<file path="src/rtl/seg_scan_if.sv">
// Bus bundle between a display-data source and the seg_scan_ctrl scanner.
// The source (master) drives enable/load/data; the scanner (slave) drives
// the shared-decoder feed and the anode enables.
interface seg_scan_if #(
    parameter int NDIG = 4
);
    localparam int IW = $clog2(NDIG);

    logic               en;
    logic               load;
    logic [4*NDIG-1:0]  digits;
    logic [NDIG-1:0]    dps;
    logic               lzb;
    logic [3:0]         bcd;
    logic               dp;
    logic [NDIG-1:0]    an;
    logic [IW-1:0]      idx;
    logic               frame_done;

    modport master (
        output en, load, digits, dps, lzb,
        input  bcd, dp, an, idx, frame_done
    );

    modport slave (
        input  en, load, digits, dps, lzb,
        output bcd, dp, an, idx, frame_done
    );
endinterface

</file>
<file path="src/rtl/seg_scan_ctrl.sv">
// Time-multiplexed scan controller for a common-anode 7-segment display.
// Each digit is lit for DWELL cycles, followed by GUARD all-dark cycles.
// New display data waits in a staging buffer and is copied to the shadow
// buffer only at a frame wrap (or while idle), so a frame is never torn.
module seg_scan_ctrl #(
    parameter int NDIG  = 4,
    parameter int DWELL = 5000,
    parameter int GUARD = 50
) (
    input  logic       clk,
    input  logic       rst_n,
    seg_scan_if.slave  bus
);
    localparam int IW      = $clog2(NDIG);
    localparam int CNT_MAX = (DWELL > GUARD) ? DWELL : GUARD;
    localparam int CW      = $clog2(CNT_MAX + 1);

    localparam logic [CW-1:0] L_DWELL_LAST = CW'(DWELL - 1);
    localparam logic [CW-1:0] L_GUARD_LAST = CW'((GUARD > 0) ? GUARD - 1 : 0);
    localparam logic [IW-1:0] L_IDX_LAST   = IW'(NDIG - 1);

    typedef enum logic [1:0] {
        IDLE,
        SHOW,
        BLANK
    } state_t;

    state_t             r_state, w_state_nxt;
    logic [CW-1:0]      r_cnt, w_cnt_nxt;
    logic [IW-1:0]      r_idx, w_idx_nxt;
    logic [NDIG-1:0]    r_an, w_an_nxt;
    logic [3:0]         r_bcd, w_bcd_nxt;
    logic               r_dp, w_dp_nxt;
    logic               r_fd, w_fd_nxt;

    logic [4*NDIG-1:0]  r_stg, r_shadow, w_shadow_nxt;
    logic [NDIG-1:0]    r_stg_dp, r_shadow_dp, w_shadow_dp_nxt;
    logic               r_pending;

    logic               w_last_show, w_last_blank, w_slot_end;
    logic               w_wrap, w_reload, w_enter_show;
    logic               w_upper_nonzero, w_blank_digit;

    // Slot-end detection, frame wrap and the shadow value seen by the next slot.
    always_comb begin
        // NOTE: every signal driven here gets a default first, so no path
        // leaves it unassigned and no latch is inferred.
        w_last_show     = (r_state == SHOW) && (r_cnt == L_DWELL_LAST);
        w_last_blank    = (GUARD > 0) && (r_state == BLANK) && (r_cnt == L_GUARD_LAST);
        w_slot_end      = (GUARD > 0) ? w_last_blank : w_last_show;
        w_wrap          = bus.en && w_slot_end && (r_idx == L_IDX_LAST);
        // A load seen during a wrap or while idle goes straight to shadow.
        w_reload        = w_wrap || ((r_state == IDLE) && (r_pending || bus.load));
        w_shadow_nxt    = r_shadow;
        w_shadow_dp_nxt = r_shadow_dp;
        if (w_reload) begin
            w_shadow_nxt    = bus.load ? bus.digits : r_stg;
            w_shadow_dp_nxt = bus.load ? bus.dps    : r_stg_dp;
        end
    end

    // Next-state and next-output logic for the scan sequencer.
    always_comb begin
        w_state_nxt     = r_state;
        w_cnt_nxt       = r_cnt + 1'b1;
        w_idx_nxt       = r_idx;
        w_an_nxt        = r_an;
        w_bcd_nxt       = r_bcd;
        w_dp_nxt        = r_dp;
        w_fd_nxt        = 1'b0;
        w_enter_show    = 1'b0;
        w_upper_nonzero = 1'b0;
        w_blank_digit   = 1'b0;

        if (!bus.en) begin
            w_state_nxt = IDLE;
            w_cnt_nxt   = '0;
            w_idx_nxt   = '0;
            w_an_nxt    = '1;
        end else begin
            case (r_state)
                IDLE: begin
                    w_state_nxt  = SHOW;
                    w_cnt_nxt    = '0;
                    w_idx_nxt    = '0;
                    w_enter_show = 1'b1;
                end
                SHOW: begin
                    if (w_last_show) begin
                        w_cnt_nxt = '0;
                        if (GUARD > 0) begin
                            w_state_nxt = BLANK;
                            w_an_nxt    = '1;
                        end else begin
                            w_idx_nxt    = (r_idx == L_IDX_LAST) ? '0 : r_idx + 1'b1;
                            w_enter_show = 1'b1;
                            w_fd_nxt     = w_wrap;
                        end
                    end
                end
                BLANK: begin
                    if (w_last_blank) begin
                        w_state_nxt  = SHOW;
                        w_cnt_nxt    = '0;
                        w_idx_nxt    = (r_idx == L_IDX_LAST) ? '0 : r_idx + 1'b1;
                        w_enter_show = 1'b1;
                        w_fd_nxt     = w_wrap;
                    end
                end
                default: begin
                    w_state_nxt = IDLE;
                    w_cnt_nxt   = '0;
                    w_idx_nxt   = '0;
                    w_an_nxt    = '1;
                end
            endcase
        end

        // Entering a SHOW slot: latch the digit and decide on leading-zero blanking.
        if (w_enter_show) begin
            for (int j = 0; j < NDIG; j++) begin
                if ((j >= int'(w_idx_nxt)) && (w_shadow_nxt[4*j +: 4] != 4'h0)) begin
                    w_upper_nonzero = 1'b1;
                end
            end
            w_blank_digit = bus.lzb && (w_idx_nxt != '0) && !w_upper_nonzero;
            w_bcd_nxt     = w_shadow_nxt[4*w_idx_nxt +: 4];
            w_dp_nxt      = w_shadow_dp_nxt[w_idx_nxt];
            w_an_nxt      = w_blank_digit ? '1 : ~(NDIG'(1) << w_idx_nxt);
        end
    end

    // Sequencer registers, registered outputs and the staging/shadow buffers.
    always_ff @(posedge clk) begin
        // NOTE: the data buffers are ordinary flops, not RAM, so they take a
        // defined reset value like every other register here.
        if (!rst_n) begin
            r_state     <= IDLE;
            r_cnt       <= '0;
            r_idx       <= '0;
            r_an        <= '1;
            r_bcd       <= '0;
            r_dp        <= 1'b0;
            r_fd        <= 1'b0;
            r_stg       <= '0;
            r_stg_dp    <= '0;
            r_shadow    <= '0;
            r_shadow_dp <= '0;
            r_pending   <= 1'b0;
        end else begin
            // NOTE: non-blocking assignments so every flop samples the
            // pre-edge values computed by the combinational blocks.
            r_state     <= w_state_nxt;
            r_cnt       <= w_cnt_nxt;
            r_idx       <= w_idx_nxt;
            r_an        <= w_an_nxt;
            r_bcd       <= w_bcd_nxt;
            r_dp        <= w_dp_nxt;
            r_fd        <= w_fd_nxt;
            r_shadow    <= w_shadow_nxt;
            r_shadow_dp <= w_shadow_dp_nxt;
            if (bus.load) begin
                r_stg    <= bus.digits;
                r_stg_dp <= bus.dps;
            end
            if (w_reload) begin
                r_pending <= 1'b0;
            end else if (bus.load) begin
                r_pending <= 1'b1;
            end
        end
    end

    assign bus.an         = r_an;
    assign bus.bcd        = r_bcd;
    assign bus.dp         = r_dp;
    assign bus.idx        = r_idx;
    assign bus.frame_done = r_fd;

endmodule

</file>
<file path="src/flat_wrapper.sv">
// flat-port wrapper written by rule: the top's interface ports become plain ports
module seg_scan_ctrl_flat 
#(
    parameter int NDIG  = 4,
    parameter int DWELL = 5000,
    parameter int GUARD = 50
)
  (clk, rst_n, bus_en, bus_load, bus_digits, bus_dps, bus_lzb, bus_bcd, bus_dp, bus_an, bus_idx, bus_frame_done);
  seg_scan_if #(.NDIG(NDIG)) bus_i ();
  input  logic clk;
  input  logic rst_n;
  input wire logic [$bits(bus_i.en)-1:0] bus_en;
  input wire logic [$bits(bus_i.load)-1:0] bus_load;
  input wire logic [$bits(bus_i.digits)-1:0] bus_digits;
  input wire logic [$bits(bus_i.dps)-1:0] bus_dps;
  input wire logic [$bits(bus_i.lzb)-1:0] bus_lzb;
  output wire logic [$bits(bus_i.bcd)-1:0] bus_bcd;
  output wire logic [$bits(bus_i.dp)-1:0] bus_dp;
  output wire logic [$bits(bus_i.an)-1:0] bus_an;
  output wire logic [$bits(bus_i.idx)-1:0] bus_idx;
  output wire logic [$bits(bus_i.frame_done)-1:0] bus_frame_done;
  assign bus_i.en = bus_en;
  assign bus_i.load = bus_load;
  assign bus_i.digits = bus_digits;
  assign bus_i.dps = bus_dps;
  assign bus_i.lzb = bus_lzb;
  assign bus_bcd = bus_i.bcd;
  assign bus_dp = bus_i.dp;
  assign bus_an = bus_i.an;
  assign bus_idx = bus_i.idx;
  assign bus_frame_done = bus_i.frame_done;
  seg_scan_ctrl #(.NDIG(NDIG), .DWELL(DWELL), .GUARD(GUARD)) u_core (.clk(clk), .rst_n(rst_n), .bus(bus_i));
endmodule
</file>
<file path="config.mk">
export PLATFORM = sky130hd
export DESIGN_NAME = seg_scan_ctrl_flat
export DESIGN_NICKNAME = d
export VERILOG_FILES = /design/src/rtl/seg_scan_if.sv /design/src/rtl/seg_scan_ctrl.sv /design/src/flat_wrapper.sv
export SDC_FILE = /design/constraint.sdc
export NUM_CORES = 1
export LEC_CHECK = 0
export CAP_MARGIN = 30
export CORE_MARGIN = 1
export CORE_UTILIZATION = 40
export CTS_CLUSTER_SIZE = 14
export DETAILED_ROUTE_END_ITERATION = 16
export HOLD_SLACK_MARGIN = 0.12
export SKIP_LAST_GASP = 1
export SLEW_MARGIN = 25
export SYNTH_ARGS = -nofsm -noshare
export SYNTH_HDL_FRONTEND = slang
export SYNTH_SLANG_ARGS = --single-unit
</file>
<file path="constraint.sdc">
create_clock -name clk -period 3.6 [get_ports clk]
set_input_delay 0.36 -clock clk [delete_from_list [all_inputs] [get_ports clk]]
set_output_delay 0.36 -clock clk [all_outputs]
set_load 0.02 [all_outputs]
</file>
==> summary.txt, run 1 <==
Run status
  • Status: finished clean

CTS
  • Clock buffer depth: 2
  • CTS buffer count: 9
  • Post-CTS Setup Bufs: 0
  • Clk_lat worst skew: 350 ps
  • H-tree depth: 3
  • Hold buffer count at cts: 0
  • Clk sinks: 68
  • Root Driver: clkbuf_8
  • Cts repair resizes: 0
  • CTS tree: done
  • Worst-path clk slew: 70 ps

Global routing
  • Pin count of the biggest net entering global routing: 28
  • Total track usage: 0.182
  • Number of global-route vias before repair: 2443
  • Initial antenna violation count: 0
  • Total grt overflow: 0
  • First-pass GRT wire length: 11.9 mm

Detailed routing
  • Detailed Routing Iterations Pass 1: 4
  • Via/cell ratio: 5.31
  • DRC viols: 0
  • Antenna Nets Post-Route: 0
  • Routed vias: 2575
  • Initial DRC count: 134
  • WL/cell: 15.0 um
  • WL final: 7.29 mm

Synth
  • Leading post-synthesis cells by cell area: dfxtp_1 43%, mux2i_1 5.4%, nor2_1 5.1%, mux2_2 5.0%, o21ai_0 3.9%
  • Cell Area, Synth: 3170 um^2
  • Syn nets: 378
  • Register area share after synthesis: 0.430
  • Yosys top cell by area: dfxtp_1
  • Most common cell in the netlist: dfxtp_1
  • Synthesized instance count: 346
  • Synthesis-stage register bit count: 68
  • Ys async rst share: 0
  • Commonest cells post-synth: 68 x dfxtp_1, 43 x nor2_1, 25 x o21ai_0
  • Synth unique cells: 56
  • Syn_area_per_cell: 9.16 um^2
  • Primary FF master, synth: dfxtp_1
  • Area share of the largest cell type after synthesis: 0.430
  • Synth warn: 0
  • Post-synth EDFFs: 0

Layout
  • Antenna cells: 0
  • Layout area overhead: 20.0%
  • Fill cells: 766
  • Layout cells sized above 1: 0.107
  • Final net count: 411

Timing
  • Final setup TNS: 0 ps
  • Fin Hold WS: 466 ps
  • RSZ-0062 raised after global routing: no
  • Fin. max-slew vios: 0
  • Worst Max-Slew Pin Slew: 754 ps
  • Relative slew slack: 0.492
  • Final Hold Viols: 0
  • Final setup vio count: 0
  • Fin crit share: 0.810
  • Worst Skew: 9.65 ps
  • Post-layout min period: 2920 ps
  • Max frequency: 343 MHz

Setup path
  • CP endpoint: u_core.bus.dp$_SDFFE_PN0P_
  • Critical R2R Launch: u_core.r_cnt[0]$_SDFF_PN0_
  • CP arrival: 3180 ps
  • Depth of the worst register-to-register path: 7
  • Flop2flop setup slack: 680 ps
  • R2r endpoint: u_core.bus.dp$_SDFFE_PN0P_
  • Critical Path End Type: flip-flop
  • Startpoint types: flip-flop
  • Critical Path Start: u_core.r_cnt[0]$_SDFF_PN0_
  • CP required: 3870 ps
  • Critical-path maximum fanout: 11
  • WS Path Type: flip-flop to flip-flop

Floorplan
  • Chip Width: 91.0 um
  • FP Rows: 32
  • # IOs: 37
  • Die height: 91.0 um
  • Core area: 7690 um^2
  • Die area: 8280 um^2
  • Starting Density: 0.412

Placed design
  • GPL Wtd Cong: 0.850
  • I/O Buffers: 36
  • HPWL after DPL: 5.30 mm

Run
  • Number of max-cap violations: 0

Worst hold path
  • Worst hold path type: flip-flop to flip-flop

Pwr
  • Peak VDD IR: 192 uV
  • Leak: 1.41 nW
  • Pwr Density: 440 nW/um^2
==> cells in the final DEF (no fill, tap or decap), drive strengths merged, types with 6 or more instances in the layout <==
cell	Yosys	layout
nand3	12	12
clkbuf	12	14
dfxtp	68	68
mux2i	17	17
nor4	8	8
or3	6	6
ha	7	7
a21oi	9	9
mux2	14	14
nor2	44	44
and2	15	15
nand2	11	11
and3	7	7
xor2	7	7
clkdlybuf4s50	0	36
nor3	19	19
o21ai	25	25
==> per-stage QoR <==
stage                     utilization  cell area [um^2]  worst slack (ps)  cells  power (W)
after floorplan                     -              3170               968    346   0.000970
after global placement          0.468              3600               802    470    0.00104
after detailed placement        0.468              3600               699    470    0.00105
after CTS                       0.495              3800               670    485    0.00169
after global routing            0.495              3800               434    485    0.00174
final                           0.495              3800               685    485    0.00167
==> kinds of logic after synthesis <==
| group | Yosys count | synth area share |
|---|---|---|
| simple gates | 141 | 0.238 |
| flops | 68 | 0.430 |
| compound gates | 65 | 0.135 |
| mux | 31 | 0.103 |
| buf+inv | 23 | 0.0367 |
| xor+xnor | 11 | 0.0304 |
| fa+ha+maj | 7 | 0.0276 |
==> worst min path at each step <==
stage                                    start                         end  depth (start not counted)
finish              u_core.r_cnt[0]$_SDFF_PN0_  u_core.r_cnt[0]$_SDFF_PN0_                          1
floorplan           u_core.r_cnt[0]$_SDFF_PN0_  u_core.r_cnt[0]$_SDFF_PN0_                          1
detailed placement  u_core.r_cnt[0]$_SDFF_PN0_  u_core.r_cnt[0]$_SDFF_PN0_                          1
global route        u_core.r_cnt[0]$_SDFF_PN0_  u_core.r_cnt[0]$_SDFF_PN0_                          1
CTS                 u_core.r_cnt[0]$_SDFF_PN0_  u_core.r_cnt[0]$_SDFF_PN0_                          1
global placement    u_core.r_cnt[0]$_SDFF_PN0_  u_core.r_cnt[0]$_SDFF_PN0_                          1
==> state kept, by name (all words and copies together), names as in the netlist, 2 cells and up <==
signal and flops:
u_core.r_shadow_dp 4, u_core.r_stg_dp 4, u_core.bus.an 4, u_core.r_cnt 13, u_core.bus.idx 2, u_core.r_shadow 16
u_core.r_stg 16, u_core.r_state 2, u_core.bus.bcd 4
==> power breakdown <==
group / internal, W / switching, W / total, W
registers: 0.000793 / 0.0000202 / 0.000813
clock network: 0.000374 / 0.000269 / 0.000643
logic: 0.000101 / 0.000115 / 0.000216
total: 0.00127 / 0.000404 / 0.00167
==> metal layers <==
| metal | up-vias | track usage | share of wire |
|---|---|---|---|
| met5 | - | 0 | 0 |
| met3 | 11 | 0.0293 | 0.034 |
| met4 | 0 | 0.0754 | 0.018 |
| met1 | 1216 | 0.235 | 0.48 |
| met2 | 40 | 0.301 | 0.47 |
| li1 | 1308 | - | - |
==> final cells by class <==
cell class              instances  area, um^2  share of cell area
well taps                     102         128              0.0336
repair buffers                 41         398               0.105
multi-input cells             255        1700               0.447
flip-flops and latches         68        1360               0.358
inverters                       4        15.0             0.00395
clock buffers                  14         173              0.0454
clock inverters                 1        30.0             0.00790
==> worst max-delay path, stage by stage (launching register included) <==
cell and delay (ps):
dfxtp_1 370, ha_1 160, or4b_1 550, o311a_1 340, a221oi_2 520, a21oi_1 330
or2_2 370, a41oi_1 190
No activity file was read; power rests on OpenSTA's default activity.
==> run 2, diff against run 1 <==
Clock period 3.6 ns to 2.6 ns, I/O delays scaled along.
==> summary.txt, run 2 (synthesis gave the netlist of run 1 again) <==
Placed design
  • Placed cell area: 3730 um^2
  • GPL Wtd Cong: 0.852
  • Pre-CTS setup slack: -25.1 ps
  • I/O Buffers: 36
  • HPWL after DPL: 5.54 mm

Setup path
  • CP required: 2870 ps
  • Critical-path maximum fanout: 5
  • CP max-delay cell: or4b_4
  • Critical Path End Type: flip-flop
  • Startpoint types: flip-flop
  • WS Path Type: flip-flop to flip-flop
  • Largest delay share family, worst path: simple AND/OR/NAND/NOR gates
  • Crit-path cells: inv_1, ha_1, or4b_4, nor3_4, mux2_2, or3_1, o31a_1, a31oi_1
  • Worst path max stage delay: 520 ps
  • CP arrival: 2790 ps
  • CP bufs+invs: 1

Timing
  • Worst Skew: 14.7 ps
  • Final setup vio count: 0
  • Final Hold Viols: 0
  • RSZ-0062 raised after global routing: yes
  • Relative slew slack: 0.474
  • Worst setup margin: 81.7 ps
  • Fin crit share: 0.969
  • Post-layout min period: 2520 ps
  • Max frequency: 397 MHz
  • Worst Max-Slew Pin Slew: 781 ps
  • Fin. max-slew vios: 0

Detailed routing
  • Via/cell ratio: 5.36
  • WL final: 7.58 mm
  • Antenna Nets Post-Route: 0
  • Routed vias: 2681
  • Initial DRC count: 78
  • Detailed Routing Iterations Pass 1: 4
  • WL/cell: 15.2 um
  • DRC viols: 0
  • Routed wl met3: 370 um
  • M1 WL: 3.60 mm
  • Metal2 WL: 3.42 mm
  • Uppermost layer routed: met4

Pwr
  • Total Power: 0.00253 W
  • Peak VDD IR: 342 uV
  • Pwr Density: 633 nW/um^2
  • Leak: 1.52 nW

Layout
  • Biggest registers after layout: u_core.r_shadow (16), u_core.r_stg (16), u_core.r_cnt (13)
  • Antenna cells: 0
  • Final net count: 425
  • Layout area overhead: 26.3%
  • Post-route cell area: 4000 um^2
  • Commonest non-fill, non-tap cell in the layout: dfxtp_1
  • Fill cells: 745
  • Layout cells sized above 1: 0.148
  • Highest-count cells in the layout ignoring fill and taps: 68 x dfxtp_1, 43 x nor2_1, 36 x clkdlybuf4s50_1
  • Final Util: 0.521

CTS
  • Clock buffer depth: 2
  • H-tree depth: 3
  • CTS buffer count: 9
  • Root Driver: clkbuf_8
  • Worst-path clk slew: 70 ps
  • Clk sinks: 68
  • CTS tree: done
  • Clk_lat worst skew: 350 ps

Global routing
  • Number of global-route vias before repair: 2622
  • First-pass GRT wire length: 12.9 mm
  • Initial antenna violation count: 0
  • Total grt overflow: 0
  • Total track usage: 0.198
  • Pin count of the biggest net entering global routing: 28

Floorplan
  • Core area: 7690 um^2
  • FP Rows: 32
  • # IOs: 37
  • Chip Width: 91.0 um
  • Die height: 91.0 um
  • Starting Density: 0.412
  • Die area: 8280 um^2

Run status
  • Status: finished clean

Run
  • Number of max-cap violations: 0

Worst hold path
  • Worst hold path type: flip-flop to flip-flop
run 2: timing repair:
action / CTS / global route
gates cloned: 0 / 0
pin swaps: 0 / 0
hold buffers: 0 / 0
resized for setup: 2 / 1
buffers inserted: 0 / 0
endpoints found under the hold margin: 0 / 0
setup endpoints to repair: 1 / 4
run 2: where the power goes:
part	internal [W]	switching (W)	total, W
logic	0.000152	0.000165	0.000317
clock network	0.000689	0.000401	0.00109
registers	0.00110	0.0000281	0.00113
run 2: worst paths after layout:
kind,start,end,slack [ps],cells past startpoint
max reg2reg,u_core.r_cnt[1]$_SDFF_PN0_,u_core.bus.bcd[3]$_SDFFE_PN0P_,80,8
min reg2reg,u_core.r_stg_dp[3]$_SDFF_PN0_,u_core.r_stg_dp[3]$_SDFF_PN0_,490,2
max,u_core.r_cnt[1]$_SDFF_PN0_,u_core.bus.bcd[3]$_SDFFE_PN0P_,80,8
min,u_core.r_stg_dp[3]$_SDFF_PN0_,u_core.r_stg_dp[3]$_SDFF_PN0_,490,2
run 2: per-layer routing:
layer,up-vias,global-route usage
met3,16,0.0343
met5,-,0
met2,69,0.307
met1,1256,0.261
li1,1340,-
met4,0,0.110
run 2: stage by stage:
| stage | TNS, ps | std cells | hold WS [ps] |
|---|---|---|---|
| after floorplan | 0 | 346 | 421 |
| after global placement | 0 | 484 | 470 |
| after detailed placement | -25.1 | 484 | 479 |
| after CTS | 0 | 500 | 502 |
| after global routing | -25.3 | 500 | 528 |
| final | 0 | 500 | 490 |
run 2: tightest hold or removal path, delay by kind of cell, from the launching register on:
family / cells / cell delay, ps
multiplexers: 1 / 70
flip-flops: 1 / 310
AND/OR/NAND/NOR: 1 / 80
run 2: layout make-up:
type / instances / area [um^2] / share of cell area
clock buffer: 12 / 155 / 0.0388
clock inverter: 4 / 95.1 / 0.0238
inverter: 4 / 15.0 / 0.00375
multi-input combinational: 255 / 1720 / 0.430
sequential: 68 / 1360 / 0.340
tap: 102 / 128 / 0.0319
timing repair buffer: 55 / 528 / 0.132
==> run 3, diff against run 2 <==
--- a/config.mk
+++ b/config.mk
@@ -13,2 +13,3 @@
 export HOLD_SLACK_MARGIN = 0.12
+export SETUP_SLACK_MARGIN = 0.15
 export SKIP_LAST_GASP = 1
--- a/constraint.sdc
+++ b/constraint.sdc
@@ -3,2 +3,2 @@
 set_output_delay 0.26 -clock clk [all_outputs]
-set_load 0.02 [all_outputs]
+set_load 0.01 [all_outputs]
==> summary.txt, run 3 (synthesis gave the netlist of run 1 again) <==
Run status
  • Status: finished clean

CTS
  • CTS buffer count: 9
  • Clk_lat worst skew: 340 ps
  • Root Driver: clkbuf_8
  • Worst-path clk slew: 70 ps
  • Hold buffer count at cts: 0
  • Clk sinks: 68
  • Clock buffer depth: 2
  • H-tree depth: 3
  • CTS tree: done

Layout
  • Commonest non-fill, non-tap cell in the layout: dfxtp_1
  • Final net count: 446
  • Final Util: 0.544
  • Layout cells sized above 1: 0.222
  • Highest-count cells in the layout ignoring fill and taps: 66 x dfxtp_1, 43 x nor2_1, 36 x clkdlybuf4s50_1
  • Biggest registers after layout: u_core.r_shadow (16), u_core.r_stg (16), u_core.r_cnt (13)
  • Antenna cells: 0
  • Fill cells: 707
  • Layout area overhead: 31.9%

Pwr
  • Leak: 1.59 nW
  • Total Power: 0.00222 W
  • Pwr Density: 531 nW/um^2
  • Peak VDD IR: 227 uV

Setup path
  • Depth of the worst register-to-register path: 8
  • CP required: 2870 ps
  • WS Path Type: flip-flop to flip-flop
  • Critical-path maximum fanout: 7
  • CP arrival: 2720 ps
  • Startpoint types: flip-flop
  • Critical Path End Type: flip-flop

Timing
  • Worst Max-Slew Pin Slew: 817 ps
  • Final setup TNS: 0 ps
  • Post-layout min period: 2450 ps
  • Fin. max-slew vios: 0
  • Fin crit share: 0.942
  • RSZ-0062 raised after global routing: yes
  • Relative slew slack: 0.452
  • Final Hold Viols: 0
  • Worst Skew: 9.08 ps
  • Worst setup margin: 151 ps
  • Max frequency: 408 MHz
  • Final setup vio count: 0

Detailed routing
  • DRC viols: 0
  • Antenna Nets Post-Route: 0
  • Routed vias: 2794
  • Initial DRC count: 159
  • Detailed Routing Iterations Pass 1: 4
  • WL/cell: 15.4 um
  • WL final: 8.02 mm
  • Via/cell ratio: 5.36

Floorplan
  • Die area: 8280 um^2
  • Chip Width: 91.0 um
  • # IOs: 37
  • FP Rows: 32
  • Core area: 7690 um^2
  • Die height: 91.0 um
  • Starting Density: 0.412

Global routing
  • Number of global-route vias before repair: 2644
  • First-pass GRT wire length: 12.8 mm
  • Total grt overflow: 0
  • Initial antenna violation count: 0
  • Total track usage: 0.198
  • Pin count of the biggest net entering global routing: 28

Worst hold path
  • Worst hold path type: flip-flop to flip-flop
  • Worst Hold Path Cells: 2

Placed design
  • HPWL after DPL: 5.35 mm
  • I/O Buffers: 36
  • GPL Wtd Cong: 0.850
  • Pre-CTS setup slack: 9.78 ps

Run
  • Number of max-cap violations: 0
-- run 3: metrics by stage --
stage | instance area, um^2 | hold slack, ps | instances
after floorplan | 3190 | 421 | 346
after global placement | 3710 | 445 | 481
after detailed placement | 3710 | 458 | 481
after CTS | 4030 | 496 | 512
after global routing | 4180 | 511 | 521
final | 4180 | 487 | 521
-- run 3: timing repair --
| action | CTS | global route |
|---|---|---|
| buffers inserted | 13 | 8 |
| setup endpoints to repair | 10 | 10 |
| cloned | 2 | 1 |
| resized for setup | 8 | 19 |
| endpoints found under the hold margin | 0 | 0 |
| pin swaps | 4 | 5 |
-- run 3: path summary, 6_finish.rpt --
path	start	slack [ps]	endpoint
worst max-delay path	u_core.r_cnt[1]$_SDFF_PN0_	150	u_core.bus.bcd[0]$_SDFFE_PN0P_
worst min-delay path	u_core.bus.an[0]$_SDFFE_PN1P_	490	u_core.bus.an[0]$_SDFFE_PN1P_
worst max register to register	u_core.r_cnt[1]$_SDFF_PN0_	150	u_core.bus.bcd[0]$_SDFFE_PN0P_
worst min register to register	u_core.bus.an[0]$_SDFFE_PN1P_	490	u_core.bus.an[0]$_SDFFE_PN1P_
-- run 3: where the power goes --
group | total [W] | switching (W) | internal, W
clock | 0.000756 | 0.000387 | 0.000369
combinational | 0.000334 | 0.000171 | 0.000163
sequential | 0.00113 | 0.0000290 | 0.00110
total | 0.00222 | 0.000587 | 0.00163
-- run 3: final cells by class --
type | count | area (um^2) | share of cell area
inverter | 4 | 15.0 | 0.00359
sequential | 68 | 1360 | 0.326
clock inverter | 4 | 25.0 | 0.00599
tap | 102 | 128 | 0.0305
clock buffer | 12 | 145 | 0.0347
multi-input combinational | 257 | 1840 | 0.439
timing repair buffer | 74 | 667 | 0.160
-- run 3: routing by layer --
metal  vias up  wire [um]  GRT usage
met3        18        358     0.0360
met1      1321       3740      0.263
met4         0        195      0.104
met5         -          0          0
met2        66       3730      0.306
li1       1389          -          -
-- run 3: critical path, cell delays in order (launching register included) --
cell and delay [ps]:
dfxtp_2 330, inv_2 60, ha_4 110, or4b_4 500
or4_4 600, nand2_8 160, mux2i_2 100, o32a_1 350
a31oi_1 170
